`src/rtl/wb_pkg.sv`:
```
// Shared writeback definitions.
// Used by the destination select and the register-file write port.
package wb_pkg;

    localparam int REG_ADDR_W = 5;

    localparam logic [REG_ADDR_W-1:0] ZERO_REG = 5'd0;

    typedef struct packed {
        logic [REG_ADDR_W-1:0] addr;
        logic                  we;
        logic                  err;
    } wb_beat_t;

    localparam int WB_BEAT_W = $bits(wb_beat_t);

endpackage

```
`src/rtl/skid_buf.sv`:
```
// Two-entry valid/ready buffer, main plus skid.
// in_ready depends on registered state only.
module skid_buf #(
    parameter int W = 8
) (
    input  logic         clk,
    input  logic         rst,
    input  logic         in_valid,
    output logic         in_ready,
    input  logic [W-1:0] in_data,
    output logic         out_valid,
    input  logic         out_ready,
    output logic [W-1:0] out_data
);

    logic         m_valid;
    logic [W-1:0] m_data;
    logic         s_valid;
    logic [W-1:0] s_data;

    logic         m_valid_n;
    logic [W-1:0] m_data_n;
    logic         s_valid_n;
    logic [W-1:0] s_data_n;

    logic         acc;
    logic         drain;

    assign in_ready  = ~s_valid;
    assign out_valid = m_valid;
    assign out_data  = m_data;

    assign acc   = in_valid & ~s_valid;
    assign drain = m_valid & out_ready;

    // Next-state: refill main from skid first, else take the new beat.
    always_comb begin
        m_valid_n = m_valid;
        m_data_n  = m_data;
        s_valid_n = s_valid;
        s_data_n  = s_data;
        if (drain && s_valid) begin
            m_data_n  = s_data;
            s_valid_n = 1'b0;
        end else if (acc && (!m_valid || drain)) begin
            m_valid_n = 1'b1;
            m_data_n  = in_data;
        end else if (acc) begin
            s_valid_n = 1'b1;
            s_data_n  = in_data;
        end else if (drain) begin
            m_valid_n = 1'b0;
        end
    end

    // State registers; reset discards both entries.
    always_ff @(posedge clk or negedge rst) begin
        if (!rst) begin
            m_valid <= 1'b0;
            m_data  <= '0;
            s_valid <= 1'b0;
            s_data  <= '0;
        end else begin
            m_valid <= m_valid_n;
            m_data  <= m_data_n;
            s_valid <= s_valid_n;
            s_data  <= s_data_n;
        end
    end

endmodule

```
`src/rtl/wb_dest_sel_skid.sv`:
```
// Writeback destination select with write-enable qualification.
// Result is presented through a registered skid stage.
module wb_dest_sel_skid
    import wb_pkg::*;
#(
    parameter int ADDR_W    = REG_ADDR_W,
    parameter int N_SRC     = 3,
    parameter int SEL_W     = (N_SRC > 2) ? $clog2(N_SRC) : 1,
    parameter bit DROP_ZERO = 1'b1
) (
    input  logic                    clk,
    input  logic                    rst,
    input  logic                    in_valid,
    output logic                    in_ready,
    input  logic [SEL_W-1:0]        sel,
    input  logic [N_SRC*ADDR_W-1:0] addr_in,
    input  logic                    we_in,
    output logic                    out_valid,
    input  logic                    out_ready,
    output logic [ADDR_W-1:0]       waddr_out,
    output logic                    we_out,
    output logic                    sel_err
);

    localparam int PW = ADDR_W + 2;

    logic              hit;
    logic [ADDR_W-1:0] addr;
    logic              we;
    logic              err;
    logic [PW-1:0]     pay_in;
    logic [PW-1:0]     pay_out;

    // Pick the addressed candidate; an unmatched code is an illegal select.
    always_comb begin
        hit  = 1'b0;
        addr = '0;
        for (int i = 0; i < N_SRC; i++) begin
            if (sel == SEL_W'(i)) begin
                hit  = 1'b1;
                addr = addr_in[i*ADDR_W +: ADDR_W];
            end
        end
    end

    // Qualify the write enable.
    always_comb begin
        err = ~hit;
        we  = 1'b0;
        if (hit) begin
            we = we_in
               & ~(DROP_ZERO & (addr == ADDR_W'(ZERO_REG)));
        end
    end

    assign pay_in = {addr, we, err};

    skid_buf #(
        .W(PW)
    ) u_skid (
        .clk      (clk),
        .rst      (rst),
        .in_valid (in_valid),
        .in_ready (in_ready),
        .in_data  (pay_in),
        .out_valid(out_valid),
        .out_ready(out_ready),
        .out_data (pay_out)
    );

    assign waddr_out = pay_out[PW-1:2];
    assign we_out    = pay_out[1];
    assign sel_err   = pay_out[0] & out_valid;

endmodule

```
`config.mk`:
```
export PLATFORM = sky130hd
export DESIGN_NAME = wb_dest_sel_skid
export DESIGN_NICKNAME = d
export VERILOG_FILES = /design/src/rtl/wb_pkg.sv /design/src/rtl/skid_buf.sv /design/src/rtl/wb_dest_sel_skid.sv
export SDC_FILE = /design/constraint.sdc
export NUM_CORES = 1
export LEC_CHECK = 0
export CORE_MARGIN = 2
export CORE_UTILIZATION = 44
export CTS_CLUSTER_DIAMETER = 50
export DETAILED_ROUTE_END_ITERATION = 8
export PLACE_DENSITY_LB_ADDON = 0.1
export SLEW_MARGIN = 10
export SYNTH_ARGS = -nofsm -noshare
export SYNTH_HDL_FRONTEND = slang
export SYNTH_SLANG_ARGS = --single-unit
```
`constraint.sdc`:
```
create_clock -name clk -period 1.73 [get_ports clk]
set_clock_uncertainty 0.2 [all_clocks]
set_input_delay 0.346 -clock clk [delete_from_list [all_inputs] [get_ports clk]]
set_output_delay 0.346 -clock clk [all_outputs]
set_load 0.005 [all_outputs]
```
==> results of run 1 <==
cell usage in the layout (no fill, tap or decap), types with 2 or more instances in the layout:
master           netlist  final
nor2_1                13     13
clkbuf_4               0      3
a21oi_1               14     14
clkdlybuf4s50_1        0     24
dlymetal6s2s_1         0      2
buf_4                  6     17
dlygate4sd2_1          0      4
o21ai_0                7      7
mux2i_1                6      4
inv_1                  2      2
o2bb2ai_1              4      3
dfrtp_1               16     15
and2_1                 3      3
a22oi_1                5      5
nand2_1                4      4
sequential cells by signal, indices dropped and copies added, names as in the netlist:
| register | count |
|---|---|
| u_skid.out_data | 7 |
| u_skid.out_valid | 1 |
| u_skid.s_data | 7 |
| u_skid.s_valid | 1 |
timing repair:
item	4_1_cts	5_1_grt
endpoints found under the setup margin	6	6
endpoints found under the hold margin	0	0
resized for setup	11	5
pin swaps	1	0
buffers inserted	2	2
gates cloned	0	0
hold buffers	0	0
worst paths after layout:
path | depth (start not counted) | to | startpoint
max | 1 | waddr_out[3] | u_skid.out_data[5]$_DFFE_PN0P_
min in group clk | 2 | u_skid.out_data[6]$_DFFE_PN0P_ | u_skid.out_data[6]$_DFFE_PN0P_
min | 2 | u_skid.s_valid$_DFFE_PN0P_ | rst
max reg2reg | 5 | u_skid.out_data[1]$_DFFE_PN0P_ | u_skid.out_valid$_DFFE_PN0P_
min reg2reg | 2 | u_skid.out_data[6]$_DFFE_PN0P_ | u_skid.out_data[6]$_DFFE_PN0P_
max in group asynchronous | 2 | u_skid.out_valid$_DFFE_PN0P_ | rst
logic make-up after synthesis:
group,Yosys count,share of synthesized area (%)
AO/OA/AOI/OAI,36,25.5
buffers and inverters,12,9.28
flip-flops,16,43.7
multiplexers,6,6.55
AND/OR/NAND/NOR,27,15.0
layout make-up:
type | count | share of cell area, %
clock buffer | 4 | 2.62
sequential | 16 | 29.0
inverter | 2 | 0.542
multi-input combinational | 69 | 33.7
timing repair buffer | 48 | 31.7
tap | 27 | 2.44
per-layer routing:
metal  part of all wire [%]  vias up
met3                    5.1        5
li1                       -      431
met2                     50       29
met5                      0        -
met4                    1.9        0
met1                     43      412
metrics by stage:
| stage | utilization [%] | setup TNS, ps | total power, mW | std cells | hold slack, ps |
|---|---|---|---|---|---|
| after floorplan | - | 0 | 1.10 | 97 | -150 |
| after global placement | 65.2 | -2970 | 1.38 | 158 | 287 |
| after detailed placement | 65.2 | -3460 | 1.40 | 158 | 292 |
| after CTS | 69.1 | 0 | 1.68 | 164 | 164 |
| after global routing | 70.6 | -18.2 | 1.83 | 166 | 183 |
| final | 70.6 | 0 | 1.70 | 166 | 157 |
power groups by stage:
stage | registers, mW | logic [mW] | clock network, mW
after floorplan | 0.647 | 0.448 | 0
after global placement | 0.671 | 0.713 | 0
after detailed placement | 0.676 | 0.727 | 0
after CTS | 0.647 | 0.782 | 0.255
after global routing | 0.666 | 0.891 | 0.269
final | 0.645 | 0.807 | 0.251
==> results.ini, run 1 <==
[status]
status=finished, final reports clean

[sta]
fmax_ghz=0.589
finalCritPeriodShare_pct=98.2
tightest_slew_ps=285
slew_viol_final=0
slew-limit-headroom_pct=81.0
finalCriticalPeriod_ps=1700
setup_violations=0
finalHoldViolations=0
setup_ws_ps=32.0

[setup_path]
cp_slowest_cell=clkdlybuf4s50_1
cp_data_arrival_time_ps=1150
cp_slowest_stage_delay_ps=500
cp_top_family=buffers and inverters
start_kind=register
endpoint_kind=primary output
cp_max_fo=2
critPathRequiredTime_ps=1180
critPathBufInv=1
r2r_slack_ps=80
crit_type=register to primary output
crit_chain=clkdlybuf4s50_1

[pwr]
p_per_area_mw_per_mm2=1230
p_clk_share_pct=14.7
p_leak_nw=0.621
p_seq_share_pct=37.9
switchingPower_uw=560
p_sw_share_pct=32.9
vdd_drop_max_mv=0.580
p_int_mw=1.14
comb_power_share_pct=47.4

[detailed_routing]
dr.pass1.iters=4
totalWireLength_mm=2.08
drt-initial-drc-count=13
wl_per_cell_um=12.5
drc=0
via_count=877
drtAntennaViolNets=0
viasPerCell=5.28

[floorplan]
num_rows=16
initial_core_util_pct=46.7
io_pins=31
core_area_sq_mm=0.00196
die_y_um=49.7
die_area_sq_mm=0.00247
die_w_um=49.7

[global_routing]
grt_pass1_vias=862
grt_start_max_net_pins=17
overflow=0
top_usage_layer=met2
antenna_found_initial=0
gr-usage-all-layers_pct=18.1
grt_util_met3_pct=2.73
met1_usage_pct=21.4
grt_pass1_wl_mm=3.46
use_met2_pct=32.7

[clock_tree]
cts_max_level=1
clk_path_buf_depth=2
root_buffer=clkbuf_4
cts_buffers=3
cts.sinks=16
clkTransAtPathRegs_ps=100
tritoncts=done
clkLatencyLatePin_ps=290

[final_layout]
area_growth_pct=51.0
register_area_sq_um=402
design_area_sq_mm=0.00139
multi_input_area_sq_um=467
antennaDiodeCount=0
fill_cells=177
nets=162
drive_gt1_share_pct=23.7

[place]
gp_congestion=0.790
dp_hpwl_mm=1.63
port_buffers=30
dp_slack_ps=-433
place_area_sq_mm=0.00128

[logic_synthesis]
synth.net_count=119
yosys.area.top_type=dfrtp_1
ys_warn_count=0
synth_edf_count=0
synthDistinctLibCells=24
syn_avg_cell_area_sq_um=9.45
synth.top_cell.area_share_pct=43.7
ys_seq_area_share_pct=43.7
ys_async_sr_fraction_pct=100
syn-instance-count=97
synth.cell_area_sq_um=917
ys.flop_type=dfrtp_1
synthTopCellsByCount=dfrtp_1 (16), a21oi_1 (14), nor2_1 (13)
synthTopCellsByArea=dfrtp_1 (44%), a21oi_1 (7.6%), mux2i_1 (6.5%)
yosysMostFrequentCell=dfrtp_1
synth-seq-cells=16

[run]
maxCapViolCount=0

[hold_path]
hold_class=primary input to asynchronous set/reset pin

(Power assumes the default switching activity.)
==> inputs of run 2 (changes only) <==
--- a/config.mk
+++ b/config.mk
@@ -5,7 +5,6 @@
 export SDC_FILE = /design/constraint.sdc
 export NUM_CORES = 1
 export LEC_CHECK = 0
-export CORE_MARGIN = 2
 export CORE_UTILIZATION = 44
 export CTS_CLUSTER_DIAMETER = 50
 export DETAILED_ROUTE_END_ITERATION = 8
==> run 2 against run 1 <==
Compared with the run above: core utilization increased by 0.38 points; cell area increased by 0.54%; wire length increased by 4.8%; clock-buffer cell count unchanged; largest cell class is now buffers; critical endpoint is now waddr_out[4]; global-route usage increased by 2.7 points.
==> results.ini, run 2 (same netlist as run 1, synthesis figures left out) <==
[clock_tree]
root_buffer=clkbuf_4  ; unchanged
cts_max_level=1  ; unchanged
cts_hold_buf=0  ; unchanged
cts.sinks=16  ; unchanged
tritoncts=done  ; unchanged
clkLatencyLatePin_ps=270  ; was 290 ps
clk_path_buf_depth=2  ; unchanged
cts_buffers=3  ; unchanged
clkTransAtPathRegs_ps=90  ; was 100 ps

[final_layout]
instances_no_fill=170  ; was 166
final_common_cell=clkdlybuf4s50_1  ; unchanged
drive_gt1_share_pct=23.1  ; was 23.7%
antennaDiodeCount=0  ; unchanged
design_area_sq_mm=0.00139  ; about the same
nets=166  ; was 162
area_growth_pct=51.8  ; was 51.0%
layout_common_cells=clkdlybuf4s50_1 (22), buf_4 (21), dfrtp_1 (16), a21oi_1 (14), nor2_1 (13)  ; was clkdlybuf4s50_1 (24), buf_4 (17), dfrtp_1 (15), a21oi_1 (14), nor2_1 (13)

[pwr]
switchingPower_uw=577  ; was 560 uW
p_leak_nw=0.665  ; was 0.621 nW
p_sw_share_pct=33.3  ; was 32.9%
p_per_area_mw_per_mm2=1240  ; was 1230 mW/mm^2
p_int_mw=1.16  ; was 1.14 mW
p_seq_share_pct=37.2  ; was 37.9%
p_clk_share_pct=13.8  ; was 14.7%
comb_power_share_pct=48.9  ; was 47.4%
vdd_drop_max_mv=0.510  ; was 0.580 mV

[floorplan]
die_w_um=47.7  ; was 49.7 um
io_pins=31  ; unchanged
die_area_sq_mm=0.00227  ; was 0.00247 sq mm
die_y_um=47.7  ; was 49.7 um
core_area_sq_mm=0.00196  ; unchanged
num_rows=16  ; unchanged
initial_core_util_pct=46.7  ; unchanged

[place]
gp_congestion=0.744  ; was 0.790
place_area_sq_mm=0.00129  ; was 0.00128 sq mm
dp_slack_ps=-436  ; was -433 ps
dp_hpwl_mm=1.69  ; was 1.63 mm
dp_cells=160  ; was 158
port_buffers=30  ; unchanged

[setup_path]
cp_max_fo=2  ; unchanged
critPathRequiredTime_ps=1180  ; about the same
cp_slowest_stage_delay_ps=500  ; about the same
critPathBufInv=1  ; unchanged
worstReg2RegStart=u_skid.out_valid$_DFFE_PN0P_  ; unchanged
cp_slowest_cell=clkdlybuf4s50_1  ; unchanged
cp_top_family=buffers and inverters  ; unchanged
endpoint_kind=primary output  ; unchanged
start_kind=register  ; unchanged
cp-startpoint=u_skid.out_data[6]$_DFFE_PN0P_  ; was u_skid.out_data[5]$_DFFE_PN0P_
crit_type=register to primary output  ; unchanged
cp_data_arrival_time_ps=1140  ; was 1150 ps
crit_chain=clkdlybuf4s50_1  ; unchanged

[hold_path]
hold_class=primary input to asynchronous set/reset pin  ; unchanged

[sta]
slew-limit-headroom_pct=79.6  ; was 81.0%
slew_viol_final=0  ; unchanged
finalCriticalPeriod_ps=1690  ; was 1700 ps
finalHoldViolations=0  ; unchanged
setup_ws_ps=42.8  ; was 32.0 ps
setup_violations=0  ; unchanged
whs_ps=177  ; was 157 ps
fmax_ghz=0.593  ; was 0.589 GHz
tightest_slew_ps=305  ; was 285 ps
finalCritPeriodShare_pct=97.5  ; was 98.2%

[detailed_routing]
drc=0  ; unchanged
dr.pass1.iters=4  ; unchanged
via_count=904  ; was 877
drtAntennaViolNets=0  ; unchanged
viasPerCell=5.32  ; was 5.28
totalWireLength_mm=2.18  ; was 2.08 mm
drt-initial-drc-count=19  ; was 13
wl_per_cell_um=12.8  ; was 12.5 um

[global_routing]
met1_usage_pct=25.6  ; was 21.4%
overflow=0  ; unchanged
grt_util_met3_pct=3.77  ; was 2.73%
gr-usage-all-layers_pct=20.9  ; was 18.1%
top_usage_layer=met2  ; unchanged
grt_pass1_vias=821  ; was 862
antenna_found_initial=0  ; unchanged
use_met2_pct=37.8  ; was 32.7%
grt_pass1_wl_mm=3.33  ; was 3.46 mm
grt_start_max_net_pins=17  ; unchanged

[run]
maxCapViolCount=0  ; unchanged

[status]
status=finished, final reports clean  ; unchanged

==> run 2: cell count changes in the layout (fill, tap and decap cells not counted), sizes merged <==
cell / previous run / this run
clkdlybuf4s50: 24 / 22
dlymetal6s2s: 2 / 4
buf: 18 / 22
==> run 2: area by class of cell <==
type | count | area (sq um)
multi-input cells | 69 | 440
clock buffers | 4 | 36.3
inverters | 2 | 7.51
repair buffers | 52 | 474
flip-flops and latches | 16 | 400
well taps | 27 | 33.8
fillers | 166 | 569
==> run 2: worst paths after layout <==
kind | end | slack [ps] | cells after the start
hold reg to reg | u_skid.out_data[0]$_DFFE_PN0P_ | 320 | 1
setup reg to reg | u_skid.out_data[0]$_DFFE_PN0P_ | 50 | 6
min in group clk | u_skid.out_data[0]$_DFFE_PN0P_ | 320 | 1
setup / recovery | waddr_out[4] | 40 | 1
hold / removal | u_skid.out_valid$_DFFE_PN0P_ | 180 | 2
max in group asynchronous | u_skid.out_data[6]$_DFFE_PN0P_ | 980 | 2
==> run 2: power groups by stage <==
stage                     combinational, mW  clock, mW  sequential (mW)
after detailed placement              0.783          0            0.670
after global routing                  0.952      0.262            0.656
after CTS                             0.842      0.246            0.643
final                                 0.848      0.240            0.645
after floorplan                       0.448          0            0.647
after global placement                0.755          0            0.664
==> run 2: layer usage <==
| layer | wire length, um | vias up |
|---|---|---|
| li1 | - | 439 |
| met1 | 915 | 437 |
| met2 | 1180 | 28 |
| met3 | 81 | 0 |
| met4 | 0 | 0 |
| met5 | 0 | - |
==> run 2: per-stage QoR <==
| step | setup TNS, ps | power [mW] | util, % |
|---|---|---|---|
| floorplan | 0 | 1.10 | - |
| global placement | -3040 | 1.42 | 65.9 |
| detailed placement | -3860 | 1.45 | 65.9 |
| CTS | 0 | 1.73 | 70.0 |
| global route | -31.5 | 1.87 | 71.0 |
| finish | 0 | 1.73 | 71.0 |
==> run 2: worst reg2reg max path, delay by kind of cell, from the launching register on <==
kind                   cells  cell delay [ps]
AOI/OAI and AO/OA          2              380
buffers and inverters      3              460
and+or+nand+nor            1              120
DFF                        1              410
==> run 2: timing repair <==
item | 4_1_cts | 5_1_grt
setup buffers | 5 | 1
resized for setup | 7 | 7
endpoints found under the setup margin | 8 | 11
pin swaps | 3 | 1
==> inputs of run 3 (changes only) <==
--- a/config.mk
+++ b/config.mk
@@ -5,7 +5,8 @@
 export SDC_FILE = /design/constraint.sdc
 export NUM_CORES = 1
 export LEC_CHECK = 0
-export CORE_UTILIZATION = 44
+export CORE_ASPECT_RATIO = 1.75
+export CORE_UTILIZATION = 25
 export CTS_CLUSTER_DIAMETER = 50
 export DETAILED_ROUTE_END_ITERATION = 8
 export PLACE_DENSITY_LB_ADDON = 0.1
==> run 3 against run 2 <==
Compared with the run above: maximum frequency increased by 0.48%; critical path depth increased by 4; die area increased by 73%; global-route usage decreased by 6.4 points; first-iteration DRC count decreased by 32%; register-to-register slack improved by 60 ps; sequential cell count unchanged; final cell count increased by 14%; sequential share of layout area decreased by 2.9 points; sequential power increased by 0.9%; wire length increased by 9.7%; combinational power increased by 8.8%; critical path type is now primary input to register; critical endpoint is now u_skid.out_data[1]$_DFFE_PN0P_; largest cell class is now multi-input combinational cells; highest routed layer is now met4.
==> results.ini, run 3 (same netlist as run 1, synthesis figures left out) <==
[status]
status=finished, final reports clean  ; unchanged

[clock_tree]
root_buffer=clkbuf_8  ; was clkbuf_4
clkLatencyLatePin_ps=250  ; was 270 ps
cts_buffers=3  ; unchanged
tritoncts=done  ; unchanged
clkTransAtPathRegs_ps=70  ; was 90 ps
clk_path_buf_depth=2  ; unchanged
cts_max_level=1  ; unchanged
cts.sinks=16  ; unchanged

[global_routing]
gr-usage-all-layers_pct=14.5  ; was 20.9%
overflow=0  ; unchanged
grt_util_met3_pct=1.52  ; was 3.77%
grt_start_max_net_pins=17  ; unchanged
grt_pass1_wl_mm=4.00  ; was 3.33 mm
antenna_found_initial=0  ; unchanged
use_met2_pct=27.3  ; was 37.8%
met1_usage_pct=14.7  ; was 25.6%
grt_pass1_vias=948  ; was 821
top_usage_layer=met2  ; unchanged

[detailed_routing]
drtAntennaViolNets=0  ; unchanged
drt-initial-drc-count=13  ; was 19
drc=0  ; unchanged
viasPerCell=4.62  ; was 5.32
via_count=891  ; was 904
dr.pass1.iters=4  ; unchanged
wl_per_cell_um=12.4  ; was 12.8 um
totalWireLength_mm=2.39  ; was 2.18 mm

[sta]
fmax_ghz=0.596  ; was 0.593 GHz
setup_violations=0  ; unchanged
tightest_slew_ps=310  ; was 305 ps
slew_viol_final=0  ; unchanged
finalHoldViolations=0  ; unchanged
whs_ps=167  ; was 177 ps
slew-limit-headroom_pct=79.3  ; was 79.6%
finalCriticalPeriod_ps=1680  ; was 1690 ps
finalCritPeriodShare_pct=97.1  ; was 97.5%

[setup_path]
critPathRequiredTime_ps=1650  ; was 1180 ps
cp_max_fo=3  ; was 2
r2r_slack_ps=110  ; was 50 ps
cp-startpoint=in_valid  ; was u_skid.out_data[6]$_DFFE_PN0P_
crit_type=primary input to register  ; was register to primary output
cp_data_arrival_time_ps=1600  ; was 1140 ps
r2r_cells=5  ; was 6
r2r-end=u_skid.out_data[1]$_DFFE_PN0P_  ; was u_skid.out_data[0]$_DFFE_PN0P_
endpoint_kind=register  ; was primary output
worstReg2RegStart=u_skid.out_valid$_DFFE_PN0P_  ; unchanged
start_kind=primary input  ; was register
crit_path_end=u_skid.out_data[1]$_DFFE_PN0P_  ; was waddr_out[4]

[place]
gp_congestion=0.784  ; was 0.744
place_area_sq_mm=0.00135  ; was 0.00129 sq mm
dp_hpwl_mm=1.87  ; was 1.69 mm
port_buffers=30  ; unchanged
dp_cells=182  ; was 160

[final_layout]
register_area_sq_um=402  ; was 400 sq um
final_common_cell=buf_4  ; was clkdlybuf4s50_1
layout_common_cells=buf_4 (26), clkdlybuf4s50_1 (24), dfrtp_1 (15), nor2_1 (12), a21oi_1 (12)  ; was clkdlybuf4s50_1 (22), buf_4 (21), dfrtp_1 (16), a21oi_1 (14), nor2_1 (13)
drive_gt1_share_pct=33.1  ; was 23.1%
fill_cells=367  ; was 166
nets=171  ; was 166
multi_input_area_sq_um=520  ; was 440 sq um
design_area_sq_mm=0.00155  ; was 0.00139 sq mm
area_growth_pct=69.2  ; was 51.8%
antennaDiodeCount=0  ; unchanged
instances_no_fill=193  ; was 170

[floorplan]
io_pins=31  ; unchanged
initial_core_util_pct=26.7  ; was 46.7%
die_w_um=47.8  ; was 47.7 um
die_y_um=82.1  ; was 47.7 um
num_rows=28  ; was 16
core_area_sq_mm=0.00343  ; was 0.00196 sq mm
die_area_sq_mm=0.00392  ; was 0.00227 sq mm

[pwr]
p_per_area_mw_per_mm2=1230  ; was 1240 mW/mm^2
p_leak_nw=0.691  ; was 0.665 nW
p_seq_share_pct=34.2  ; was 37.2%
p_int_mw=1.28  ; was 1.16 mW
switchingPower_uw=620  ; was 577 uW
vdd_drop_max_mv=0.530  ; was 0.510 mV
comb_power_share_pct=48.5  ; was 48.9%
p_sw_share_pct=32.6  ; was 33.3%
p_clk_share_pct=17.3  ; was 13.8%

[hold_path]
whs_path_depth=2
hold_class=primary input to register  ; was primary input to asynchronous set/reset pin

[run]
maxCapViolCount=0  ; unchanged

[run 3: changes by cell type in the layout (fill, tap and decap cells not counted), sizes merged]
cell           change
clkdlybuf4s50      +2
dlygate4sd2        -1
dlymetal6s2s       -1
buf                +5
[run 3: power by group through the flow]
| stage | combinational, mW | sequential, mW | clock (mW) |
|---|---|---|---|
| 2_1_floorplan | 0.448 | 0.647 | 0 |
| 3_3_place_gp | 0.780 | 0.675 | 0 |
| 3_5_place_dp | 0.789 | 0.681 | 0 |
| 4_1_cts | 0.909 | 0.654 | 0.342 |
| 5_1_grt | 1.02 | 0.674 | 0.358 |
| 6_report | 0.923 | 0.651 | 0.329 |
[run 3: through the flow]
step           power [mW]  worst slack [ps]  util (%)  setup TNS, ps
2_1_floorplan        1.10               142         -              0
3_3_place_gp         1.45              -425      39.2          -3270
3_5_place_dp         1.47              -461      39.2          -3590
4_1_cts              1.90              13.4      44.1              0
5_1_grt              2.05             -10.1      45.2          -10.1
6_report             1.90              50.8      45.2              0
[run 3: layer usage]
metal  vias to the layer above  share of wire (%)
met1                       417                 36
met4                         0                1.2
met5                         -                  0
met3                         2                4.2
met2                        29                 58
li1                        443                  -
[run 3: worst max-delay path, stage by stage]
cell and delay [ps]:
clkdlybuf4s50_1 480, nor2b_4 180, o21ai_4 90, a2111oi_4 390
a21oi_2 110
[run 3: what timing repair did]
item,4_1_cts,5_1_grt
hold buffers,0,0
setup buffers,6,1
resized for setup,18,7
setup endpoints to repair,11,10
pin swaps,5,2
[run 3: worst min path at each step]
stage	start	slack, ps	end
final	out_ready	170	u_skid.s_valid$_DFFE_PN0P_
after global routing	out_ready	210	u_skid.s_valid$_DFFE_PN0P_
after detailed placement	u_skid.s_data[0]$_DFFE_PN0P_	300	u_skid.out_data[0]$_DFFE_PN0P_
after floorplan	rst	-150	u_skid.out_data[0]$_DFFE_PN0P_
after CTS	rst	220	u_skid.out_data[6]$_DFFE_PN0P_
after global placement	u_skid.s_data[0]$_DFFE_PN0P_	290	u_skid.out_data[0]$_DFFE_PN0P_
[run 3: layout make-up]
class	count	share of cell area, %
clock buffer	4	3.55
inverter	2	0.484
multi-input combinational	69	33.5
sequential	16	25.9
tap	45	3.63
timing repair buffer	57	32.9
